File: src/rtl/beta_pkg.sv
// Shared definitions for the Beta fetch unit and control decoder: pcsel
// encoding, vector addresses, fetch FSM states and instruction field slices.
package beta_pkg;

    localparam int unsigned XLEN    = 32;
    localparam int unsigned PCSEL_W = 3;

    localparam logic [PCSEL_W-1:0] PCSEL_PLUS4 = 3'd0;
    localparam logic [PCSEL_W-1:0] PCSEL_BR    = 3'd1;
    localparam logic [PCSEL_W-1:0] PCSEL_JMP   = 3'd2;
    localparam logic [PCSEL_W-1:0] PCSEL_ILLOP = 3'd3;
    localparam logic [PCSEL_W-1:0] PCSEL_XADR  = 3'd4;

    localparam logic [XLEN-1:0] RESET_VEC_DEFAULT = 32'h8000_0000;
    localparam logic [XLEN-1:0] ILLOP_VEC_DEFAULT = 32'h8000_0004;
    localparam logic [XLEN-1:0] XADR_VEC_DEFAULT  = 32'h8000_0008;

    localparam int unsigned OPCODE_MSB = 31;
    localparam int unsigned OPCODE_LSB = 26;
    localparam int unsigned LIT_MSB    = 15;
    localparam int unsigned LIT_LSB    = 0;

    typedef enum logic [1:0] {
        BOOT  = 2'd0,
        FETCH = 2'd1,
        EXEC  = 2'd2
    } fetch_state_t;

    // Sign-extended word offset of a 16-bit branch literal, in the 31-bit PC space
    function automatic logic [XLEN-2:0] br_offset(input logic [15:0] lit);
        return {{(XLEN - 19){lit[15]}}, lit, 2'b00};
    endfunction

endpackage

File: src/rtl/beta_irq_sync.sv
// Multi-flop synchroniser bringing the asynchronous interrupt line into clk.
module beta_irq_sync #(
    parameter int unsigned SYNC_STAGES = 2
) (
    input  logic clk,
    input  logic rst_n,
    input  logic d,
    output logic q
);

    logic [SYNC_STAGES-1:0] sync_q;

    always_ff @(posedge clk or negedge rst_n) begin
        if (!rst_n) begin
            sync_q <= '0;
        end else begin
            sync_q <= {sync_q[SYNC_STAGES-2:0], d};
        end
    end

    assign q = sync_q[SYNC_STAGES-1];

endmodule

File: src/rtl/beta_fetch_unit.sv
// Beta fetch unit: owns the PC, fetches from imem, hands instr/irq to decode.
// Optional fetch timeout enabled by defining BETA_FETCH_TIMEOUT_EN.
module beta_fetch_unit
    import beta_pkg::*;
#(
    parameter logic [31:0] RESET_VEC      = RESET_VEC_DEFAULT,
    parameter logic [31:0] ILLOP_VEC      = ILLOP_VEC_DEFAULT,
    parameter logic [31:0] XADR_VEC       = XADR_VEC_DEFAULT,
    parameter int unsigned SYNC_STAGES    = 2,
    parameter int unsigned TIMEOUT_CYCLES = 64
) (
    input  logic        clk,
    input  logic        rst_n,
    output logic        imem_req,
    output logic [31:0] imem_addr,
    input  logic        imem_ack,
    input  logic [31:0] imem_rdata,
    output logic [31:0] instr,
    output logic        instr_valid,
    input  logic [2:0]  pcsel,
    input  logic [31:0] jt,
    input  logic        step,
    input  logic        irq_async,
    output logic        irq,
    output logic [31:0] pc,
    output logic [31:0] pc_plus4,
    output logic        supervisor
);

    if (SYNC_STAGES < 2 || TIMEOUT_CYCLES < 2) begin : g_param_check
        $error("beta_fetch_unit: SYNC_STAGES and TIMEOUT_CYCLES must both be >= 2");
    end

    fetch_state_t state, next_state;
    logic [31:0]  next_pc, pc_d, instr_d;
    logic [30:0]  pc_low_plus4;
    logic         req_d, valid_d, capture, timeout, sync_out;
    logic [1:0]   unused_jt_low;

    assign unused_jt_low = jt[1:0];
    assign pc_low_plus4  = pc[30:0] + 31'd4;
    assign pc_plus4      = {pc[31], pc_low_plus4};
    assign supervisor    = pc[31];
    assign imem_addr     = {1'b0, pc[30:2], 2'b00};
    assign capture       = (state == FETCH) && imem_ack;

    beta_irq_sync #(
        .SYNC_STAGES (SYNC_STAGES)
    ) u_irq_sync (
        .clk   (clk),
        .rst_n (rst_n),
        .d     (irq_async),
        .q     (sync_out)
    );

    // Combinational so decode sees the gated request alongside instr_valid
    assign irq = sync_out & ~pc[31] & (state == EXEC);

`ifdef BETA_FETCH_TIMEOUT_EN
    localparam int unsigned TO_W = ($clog2(TIMEOUT_CYCLES) > 8) ? $clog2(TIMEOUT_CYCLES) : 8;

    logic [TO_W-1:0] to_cnt;

    assign timeout = (state == FETCH) && !imem_ack && (to_cnt == TO_W'(TIMEOUT_CYCLES - 1));

    always_ff @(posedge clk or negedge rst_n) begin
        if (!rst_n) begin
            to_cnt <= '0;
        end else if ((state == FETCH) && !imem_ack && !timeout) begin
            to_cnt <= to_cnt + TO_W'(1);
        end else begin
            to_cnt <= '0;
        end
    end
`else
    assign timeout = 1'b0;
`endif

    // Next PC; bit 31 only moves on JMP (downward only) or the vectors
    always_comb begin
        next_pc = ILLOP_VEC;
        case (pcsel)
            PCSEL_PLUS4: next_pc = pc_plus4;
            PCSEL_BR:    next_pc = {pc[31], pc_low_plus4 + br_offset(instr[15:0])};
            PCSEL_JMP:   next_pc = {pc[31] & jt[31], jt[30:2], 2'b00};
            PCSEL_ILLOP: next_pc = ILLOP_VEC;
            PCSEL_XADR:  next_pc = XADR_VEC;
            default:     next_pc = ILLOP_VEC;
        endcase
    end

    always_ff @(posedge clk or negedge rst_n) begin
        if (!rst_n) begin
            state <= BOOT;
        end else begin
            state <= next_state;
        end
    end

    // A timed-out fetch passes through BOOT so the request drops for a cycle
    always_comb begin
        next_state = state;
        case (state)
            BOOT:  next_state = FETCH;
            FETCH: begin
                if (capture) begin
                    next_state = EXEC;
                end else if (timeout) begin
                    next_state = BOOT;
                end
            end
            EXEC: begin
                if (step) begin
                    next_state = FETCH;
                end
            end
            default: next_state = BOOT;
        endcase
    end

    always_comb begin
        pc_d    = pc;
        instr_d = instr;
        req_d   = (next_state == FETCH);
        valid_d = (next_state == EXEC);
        if (capture) begin
            instr_d = imem_rdata;
        end
        if (timeout) begin
            pc_d    = ILLOP_VEC;
            instr_d = '0;
        end
        if ((state == EXEC) && step) begin
            pc_d = next_pc;
        end
    end

    always_ff @(posedge clk or negedge rst_n) begin
        if (!rst_n) begin
            pc          <= RESET_VEC;
            instr       <= '0;
            imem_req    <= 1'b0;
            instr_valid <= 1'b0;
        end else begin
            pc          <= pc_d;
            instr       <= instr_d;
            imem_req    <= req_d;
            instr_valid <= valid_d;
        end
    end

endmodule

File: config.mk
export PLATFORM = sky130hd
export DESIGN_NAME = beta_fetch_unit
export DESIGN_NICKNAME = d
export VERILOG_FILES = /design/src/rtl/beta_pkg.sv /design/src/rtl/beta_irq_sync.sv /design/src/rtl/beta_fetch_unit.sv
export SDC_FILE = /design/constraint.sdc
export NUM_CORES = 1
export LEC_CHECK = 0
export ABC_CLOCK_PERIOD_IN_PS = 4810
export CAP_MARGIN = 0
export CORE_ASPECT_RATIO = 1.25
export CORE_UTILIZATION = 46
export CTS_CLUSTER_DIAMETER = 150
export DETAILED_ROUTE_END_ITERATION = 8
export HOLD_SLACK_MARGIN = 0.12
export PLACE_DENSITY = 0.78
export SYNTH_ARGS = -nofsm -noshare
export SYNTH_HDL_FRONTEND = slang
export SYNTH_SLANG_ARGS = --single-unit
File: constraint.sdc
create_clock -name clk -period 4.81 [get_ports clk]
set_input_delay 0.962 -clock clk [delete_from_list [all_inputs] [get_ports clk]]
set_output_delay 0.962 -clock clk [all_outputs]
set_load 0.02 [all_outputs]
==> results of run 1 <==
## power by group through the flow
stage	logic [mW]	clock network, mW	registers (mW)
after floorplan	2.12	0	1.40
after global placement	3.62	0	1.16
after detailed placement	3.67	0	1.18
after CTS	3.70	0.734	1.17
after global routing	3.99	0.756	1.22
final	3.72	0.725	1.18
## through the flow
stage,power (mW),setup slack [ps],util [%],cells
after detailed placement,4.85,826,63.1,918
after floorplan,3.52,988,-,620
after CTS,5.61,657,65.8,934
final,5.62,630,65.8,934
after global placement,4.79,852,63.1,918
after global routing,5.96,380,65.8,934
## worst register-to-register path: cells and delay by family (launching register included)
| family | cells | cell delay [ps] |
|---|---|---|
| AOI/OAI and AO/OA | 8 | 1580 |
| buffers and inverters | 1 | 260 |
| DFF | 1 | 520 |
| xor gates and xnor gates | 1 | 360 |
| and+or+nand+nor | 4 | 980 |
| adders and majority gates | 1 | 350 |
## final cells by class
| cell class | instances | area [µm²] |
|---|---|---|
| fill | 947 | 3990 |
| timing repair buffer | 200 | 1980 |
| multi-input combinational | 472 | 3410 |
| inverter | 17 | 63.8 |
| sequential | 68 | 1700 |
| clock inverter | 5 | 85.1 |
| clock buffer | 11 | 233 |
| tap | 161 | 201 |
## layer usage
metal,part of all wire [%],up-vias
met3,7.7,53
met1,39,2629
met2,50,297
met5,0,-
met4,3.6,0
li1,-,2530
## kinds of logic after synthesis
| kind of cell | share of synthesized area (%) |
|---|---|
| flip-flops | 30.7 |
| multiplexers | 7.22 |
| adder cells (fa/ha/maj) | 8.25 |
| other | 0.0676 |
| buffers and inverters | 8.52 |
| XOR/XNOR | 8.50 |
| AO/OA/AOI/OAI | 20.7 |
| AND/OR/NAND/NOR | 16.1 |
## registers in the layout (all words and copies together), names as in the netlist
| name | flops |
|---|---|
| pc | 30 |
| instr | 32 |
| imem_req | 1 |
| state | 2 |
| instr_valid | 1 |
| u_irq_sync.sync_q | 2 |
## layout by cell type, fill, tap and decap left out, types with 3 or more instances in the layout
| master | n |
|---|---|
| mux2i_1 | 4 |
| a221oi_1 | 5 |
| buf_4 | 7 |
| or3_1 | 4 |
| o21a_1 | 4 |
| a21o_1 | 7 |
| nand2b_1 | 7 |
| dfrtp_1 | 67 |
| a211oi_1 | 3 |
| a22oi_1 | 14 |
| o22ai_1 | 10 |
| o21ai_0 | 45 |
| xnor2_1 | 25 |
| clkdlybuf4s50_1 | 193 |
| nor2_1 | 36 |
| mux2_2 | 32 |
| nand4_1 | 10 |
| nand3_1 | 17 |
| ha_1 | 35 |
| and4_1 | 5 |
| and3_4 | 3 |
| inv_1 | 17 |
| a21oi_1 | 44 |
| and3_1 | 7 |
| conb_1 | 7 |
| nand2_1 | 52 |
| a222oi_1 | 5 |
| xor2_1 | 22 |
| nor2b_1 | 5 |
| clkbuf_16 | 9 |
| nor3_1 | 6 |
| a22o_1 | 4 |
## cell usage after synthesis (all sizes together), types with 3 or more instances
| cell | number | area [µm²] |
|---|---|---|
| a2111oi | 3 | 32.5 |
| nand3 | 17 | 85.1 |
| clkbuf | 22 | 104 |
| o211ai | 3 | 32.5 |
| and3 | 12 | 92.6 |
| nand4 | 11 | 83.8 |
| a22o | 4 | 35.0 |
| and4 | 5 | 43.8 |
| nand2b | 7 | 43.8 |
| nor2b | 5 | 31.3 |
| nor2 | 37 | 146 |
| buf | 41 | 305 |
| a211oi | 3 | 22.5 |
| o22ai | 10 | 62.6 |
| ha | 35 | 438 |
| a22oi | 15 | 118 |
| inv | 17 | 63.8 |
| mux2 | 32 | 360 |
| xnor2 | 25 | 219 |
| xor2 | 25 | 253 |
| o21a | 4 | 30.0 |
| a222oi | 5 | 50.1 |
| o21ai | 47 | 235 |
| and2 | 4 | 28.8 |
| a21o | 7 | 52.6 |
| nor3 | 7 | 40.0 |
| dfrtp | 67 | 1680 |
| or3 | 5 | 32.5 |
| a21oi | 44 | 220 |
| mux2i | 4 | 40.0 |
| a221oi | 5 | 43.8 |
| nand2 | 52 | 195 |
## path summary, 6_finish.rpt
check / start / end / slack, ps / cells after the start
worst max register to register: pc[4] / pc[26] / 670 / 15
min in group asynchronous: rst_n / pc[30] / 730 / 1
worst min-delay path: u_irq_sync.sync_q[0] / u_irq_sync.sync_q[1] / 350 / 0
max in group asynchronous: rst_n / pc[23] / 3450 / 1
worst min register to register: u_irq_sync.sync_q[0] / u_irq_sync.sync_q[1] / 350 / 0
worst max-delay path: pc[2] / pc_plus4[20] / 630 / 8
==> results_dict.tcl, run 1 <==
set metrics [dict create \
    outcome "finished, final reports clean" \
    num_antenna_cells 0 \
    relSlewSlack_pct 24.0 \
    swShare_pct 47.2 \
    cts_resized 0 \
    grt_overflow 0 \
    vias_per_cell 5.90 \
    drtIter0Drc 459 \
    grt_pass1_wl_um 28500 \
    cts_tree "done" \
    hold_viol 0 \
    vias 5509 \
    grtUsageMet1_pct 35.7 \
    avgRoutedWirePerCell_um 19.4 \
    leakage_nw 3.22 \
    synthToLayoutAreaGrowth_pct 38.4 \
    grt_max_degree 69 \
    cp.arrival_ps 3220 \
    critical-path-top-delay-family "simple AND/OR/NAND/NOR gates" \
    cts.htree.levels 3 \
    drive_above_1_share_pct 10.2 \
    postSynth.asyncResetShare_pct 100 \
    clkPwrFrac_pct 12.9 \
    drt-total-wl_um 18100 \
    use_met3_pct 6.23 \
    hold_ws_ps 353 \
    synth_area_per_cell_um2 9.04 \
    slew_viol_final 0 \
    fin_crit_sh_pct 86.9 \
    end_kind "primary output" \
    crit_chain "ha_1, nand4_1, or4_4, nor2_4, and3_4, and3_4, xor2_2, clkdlybuf4s50_1" \
    worst-path-buf-inv 1 \
    antenna_found_initial 0 \
    worstSetupPathType "reg2out" \
    switching_power_mw 2.66 \
    cp_slowest_cell "clkdlybuf4s50_1" \
    ios 204 \
    clk_latency_ps 340 \
    place_congestion 0.925 \
    grt_busiest_layer "met2" \
    slowest_delay_ps 640 \
    synth_edf_count 0 \
    intPower_mw 2.97 \
    grtUsageMet2_pct 49.0 \
    hold_path.class "reg2reg" \
    fin_skew_ps 4.90 \
    start_util_pct 47.5 \
    p_per_area_nw_per_um2 732 \
    cts-root-buf "clkbuf_16" \
    synth_ff_type "dfrtp_1" \
    cts_hold_buf 0 \
    clockBufferDepth 2 \
    synth_cell_types 77 \
    die_x_um 100 \
    placed_area_um2 7360 \
    netlist_area_um2 5550 \
    grtUsageTotal_pct 29.3 \
    ys_seq_area_share_pct 30.7 \
    clock_sinks 68 \
    path_clk_slew_ps 60 \
    ys_ff_latch 68 \
    p_comb_share_pct 66.2 \
    max-cap-violations 0 \
    min_period_ps 4180 \
    vdd_ir_drop_max_mv 0.390 \
    rsz0062_at_grt "no" \
    clock.fmax_ghz 0.239 \
    die_h_um 125 \
    finalSetupViolCount 0 \
    cts_setup_buffers 0 \
    core_um2 11700 \
    drc 0 \
    layout.nets 876 \
    p_seq_share_pct 20.9 \
    required_ps 3850 \
    place_hpwl_um 13700 \
    startpoint_type "register" \
    ys_warn_count 0 \
    drtAntennaViolNets 0 \
    dieArea_um2 12500 \
    cts_buffers 9 \
    grt_pass1_vias 5446 \
    port_buffers 194 \
    postSynthCellCount 614 \
    crit_top_cell "and3_4" \
    final_area_um2 7680 \
    num_rows 44 \
    setup_tns_ps 0 \
    cp_max_fo 7 \
    tightest_slew_ps 1140 \
    drtPass1Iterations 6 \
]
No activity file was read; power rests on OpenSTA's default activity.
==> run 2: changes to the inputs <==
ABC_AREA = 1   (was default)
CORE_UTILIZATION = 48   (was 46)
PLACE_DENSITY = 0.79   (was 0.78)
==> run 2 against run 1 <==
Via count grew 25%. Combinational power grew 4%. Worst hold slack lost 4.0 ps. Count of clock-buffer cells in the layout shrank 2. Sequential share of layout area shrank 2.2 points. Maximum frequency grew 8.9%. Sequential power shrank 4%. Worst setup slack gained 340 ps. Routed wire length grew 11%. Synthesized cell count grew 59%. Clock power grew 1%. Critical path type unchanged. Critical endpoint is now pc_plus4[13]. Largest cell class unchanged.
==> results_dict.tcl, run 2 <==
set metrics [dict create \
    ys_ff_latch 68 \
    drtAntennaViolNets 0 \
    clk_latency_ps 340 \
    drc 0 \
    port_buffers 194 \
    regToRegSetupSlack_ps 1270 \
    switching_power_mw 2.90 \
    core_um2 12800 \
    cts_buffers 9 \
    clkPwrFrac_pct 12.8 \
    ys_warn_count 0 \
    synth_top_area_share_pct 26.4 \
    cts_setup_buffers 0 \
    grt_overflow 0 \
    swShare_pct 50.5 \
    p_comb_share_pct 67.5 \
    largest_reg_flops 32 \
    wl_met1_um 8010 \
    worst-path-buf-inv 1 \
    place_hpwl_um 15600 \
    yosysTopAreaCell "dfrtp_1" \
    reg.largest.list "instr x32, pc x30" \
    min_from "u_irq_sync.sync_q[0]" \
    drive_above_1_share_pct 7.90 \
    synth_area_per_cell_um2 6.52 \
    vdd_ir_drop_max_mv 0.409 \
    cp_max_fo 7 \
    postSynthCellCount 974 \
    required_ps 3850 \
    grt_pass1_vias 6362 \
    crit_chain "nand2_1, nor2_2, nand2_1, nor2_1, xor2_1, clkdlybuf4s50_1" \
    clock_sinks 68 \
    outcome "finished, final reports clean" \
    grt_max_degree 41 \
    slew_viol_final 0 \
    regMostFlops "instr" \
    critical-path-top-delay-family "simple AND/OR/NAND/NOR gates" \
    die_h_um 131 \
    vias 6874 \
    hold_viol 0 \
    drtPass1Iterations 5 \
    ys_seq_area_share_pct 26.8 \
    synthToLayoutAreaGrowth_pct 34.3 \
    num_antenna_cells 0 \
    synth_top_cells_by_count "nand2_1 (354), inv_1 (115), nand3_1 (83)" \
    vias_per_cell 5.26 \
    drt-total-wl_um 20100 \
    synthTopCellsByArea "dfrtp_1 (26%), nand2_1 (21%), ha_1 (6.9%)" \
    rsz0062_at_grt "no" \
    netlist_area_um2 6350 \
    synth_cell_types 45 \
    cts-root-buf "clkbuf_16" \
    avgRoutedWirePerCell_um 15.4 \
    finalSetupViolCount 0 \
    dr_wl_met3_um 1540 \
    cts.htree.levels 3 \
    synth_edf_count 0 \
    grtUsageTotal_pct 29.5 \
    crit_top_cell "nand2_1" \
    final_common_cell "nand2_1" \
    fin_crit_sh_pct 79.8 \
    cts_hold_buf 0 \
    path_clk_slew_ps 60 \
    hold_end "u_irq_sync.sync_q[1]" \
    die_x_um 105 \
    r2r-end "pc[22]" \
    start_util_pct 49.7 \
    worstReg2RegStart "pc[11]" \
    antenna_found_initial 0 \
    whs_path_depth 0 \
    slowest_delay_ps 710 \
    cp.arrival_ps 2870 \
    intPower_mw 2.84 \
    fin_skew_ps 7.90 \
    synth_ff_type "dfrtp_1" \
    end_kind "primary output" \
    relSlewSlack_pct 33.6 \
    num_rows 46 \
    p_per_area_nw_per_um2 673 \
    startpoint_type "register" \
    layout.nets 1242 \
    final_util_pct 66.8 \
    tightest_slew_ps 995 \
    leakage_nw 4.25 \
    p_seq_share_pct 19.7 \
    setup_tns_ps 0 \
    clockBufferDepth 2 \
    max-cap-violations 0 \
    min_period_ps 3840 \
    cts_tree "done" \
    hold_path.class "reg2reg" \
    ios 204 \
    reg2regPathDepth 16 \
    worstSetupPathType "reg2out" \
    postSynth.asyncResetShare_pct 100 \
    highest_layer "met4" \
    place_congestion 0.906 \
    cts_resized 0 \
    clock.fmax_ghz 0.261 \
    final_cell_mix "nand2_1 (354), clkdlybuf4s50_1 (193), inv_1 (115), nand3_1 (82)" \
    drtIter0Drc 446 \
    dr_wl_met2_um 9490 \
    dieArea_um2 13700 \
    synth.most_common_cell "nand2_1" \
    cp_slowest_cell "clkdlybuf4s50_1" \
    grt_pass1_wl_um 31600 \
]
[run 2: cell count changes after synthesis, sizes merged, moves of 10 or more]
cell    delta
nand2    +310
inv      +105
nand3     +66
nor2      +41
xnor2     -21
o21ai     -16
clkbuf    -14
xor2      -14
a22oi     -13
a21oi     -12
and3      -11
o22ai     -10
[run 2: layout make-up]
type / count / area [µm²]
clock buffers: 9 / 225
clock inverters: 7 / 98.8
fillers: 1129 / 4250
inverters: 123 / 462
multi-input cells: 734 / 3860
flip-flops and latches: 68 / 1700
well taps: 168 / 210
repair buffers: 198 / 1970
[run 2: routing by layer]
| metal | global-route usage [%] | vias to the layer above |
|---|---|---|
| li1 | - | 3370 |
| met1 | 35.4 | 3088 |
| met2 | 51.2 | 346 |
| met3 | 4.96 | 70 |
| met4 | 15.7 | 0 |
| met5 | 0 | - |
[run 2: power groups by stage]
stage	sequential [mW]	clock (mW)	combinational [mW]
final	1.13	0.735	3.87
after global routing	1.17	0.768	4.21
after CTS	1.13	0.745	3.85
after detailed placement	1.14	0	3.81
after global placement	1.12	0	3.78
after floorplan	1.35	0	2.22
[run 2: stage by stage]
step | instances | total power [mW] | setup slack [ps] | instance area, µm² | hold WS (ps)
3_5_place_dp | 1291 | 4.95 | 1400 | 8210 | 336
3_3_place_gp | 1291 | 4.90 | 1450 | 8210 | 334
4_1_cts | 1307 | 5.72 | 1020 | 8530 | 350
2_1_floorplan | 980 | 3.57 | 1770 | 6370 | 331
6_report | 1307 | 5.74 | 973 | 8530 | 349
5_1_grt | 1307 | 6.15 | 873 | 8530 | 352
[run 2: worst max-delay path by stage]
| stage | startpoint | end | slack (ps) | cells after the start |
|---|---|---|---|---|
| after floorplan | pc[2] | pc[27] | 1770 | 18 |
| after global placement | pc[11] | pc_plus4[13] | 1450 | 6 |
| after global routing | pc[8] | pc_plus4[11] | 870 | 6 |
| after detailed placement | pc[11] | pc[22] | 1400 | 16 |
| final | pc[11] | pc_plus4[13] | 970 | 6 |
| after CTS | pc[11] | pc_plus4[13] | 1020 | 6 |
[run 2: kinds of logic (layout without fill, tap and decap cells)]
logic type	after synthesis	count (layout)	synth area share (%)
buffers and inverters	178	337	12.9
muxes	30	30	5.32
adders and majority gates	36	36	7.21
and+or+nand+nor	569	569	38.7
DFF	68	68	26.8
AOI/OAI and AO/OA	77	77	6.72
other	1	7	0.0590
xor gates and xnor gates	15	15	2.30
[run 2: worst reg2reg max path: stages (launching register included)]
cell      delay [ps]
dfrtp_1          530
nand2_1          190
nor2_2           240
nand2_1           90
nor2_1           250
xor2_1           510
ha_1             360
nand2_1          170
inv_1             60
a21oi_1          250
nand3_1          230
nand3_1          160
nand3b_1          90
nand3_1          110
nand2_1           70
nand2_1           60
nand2_1           60
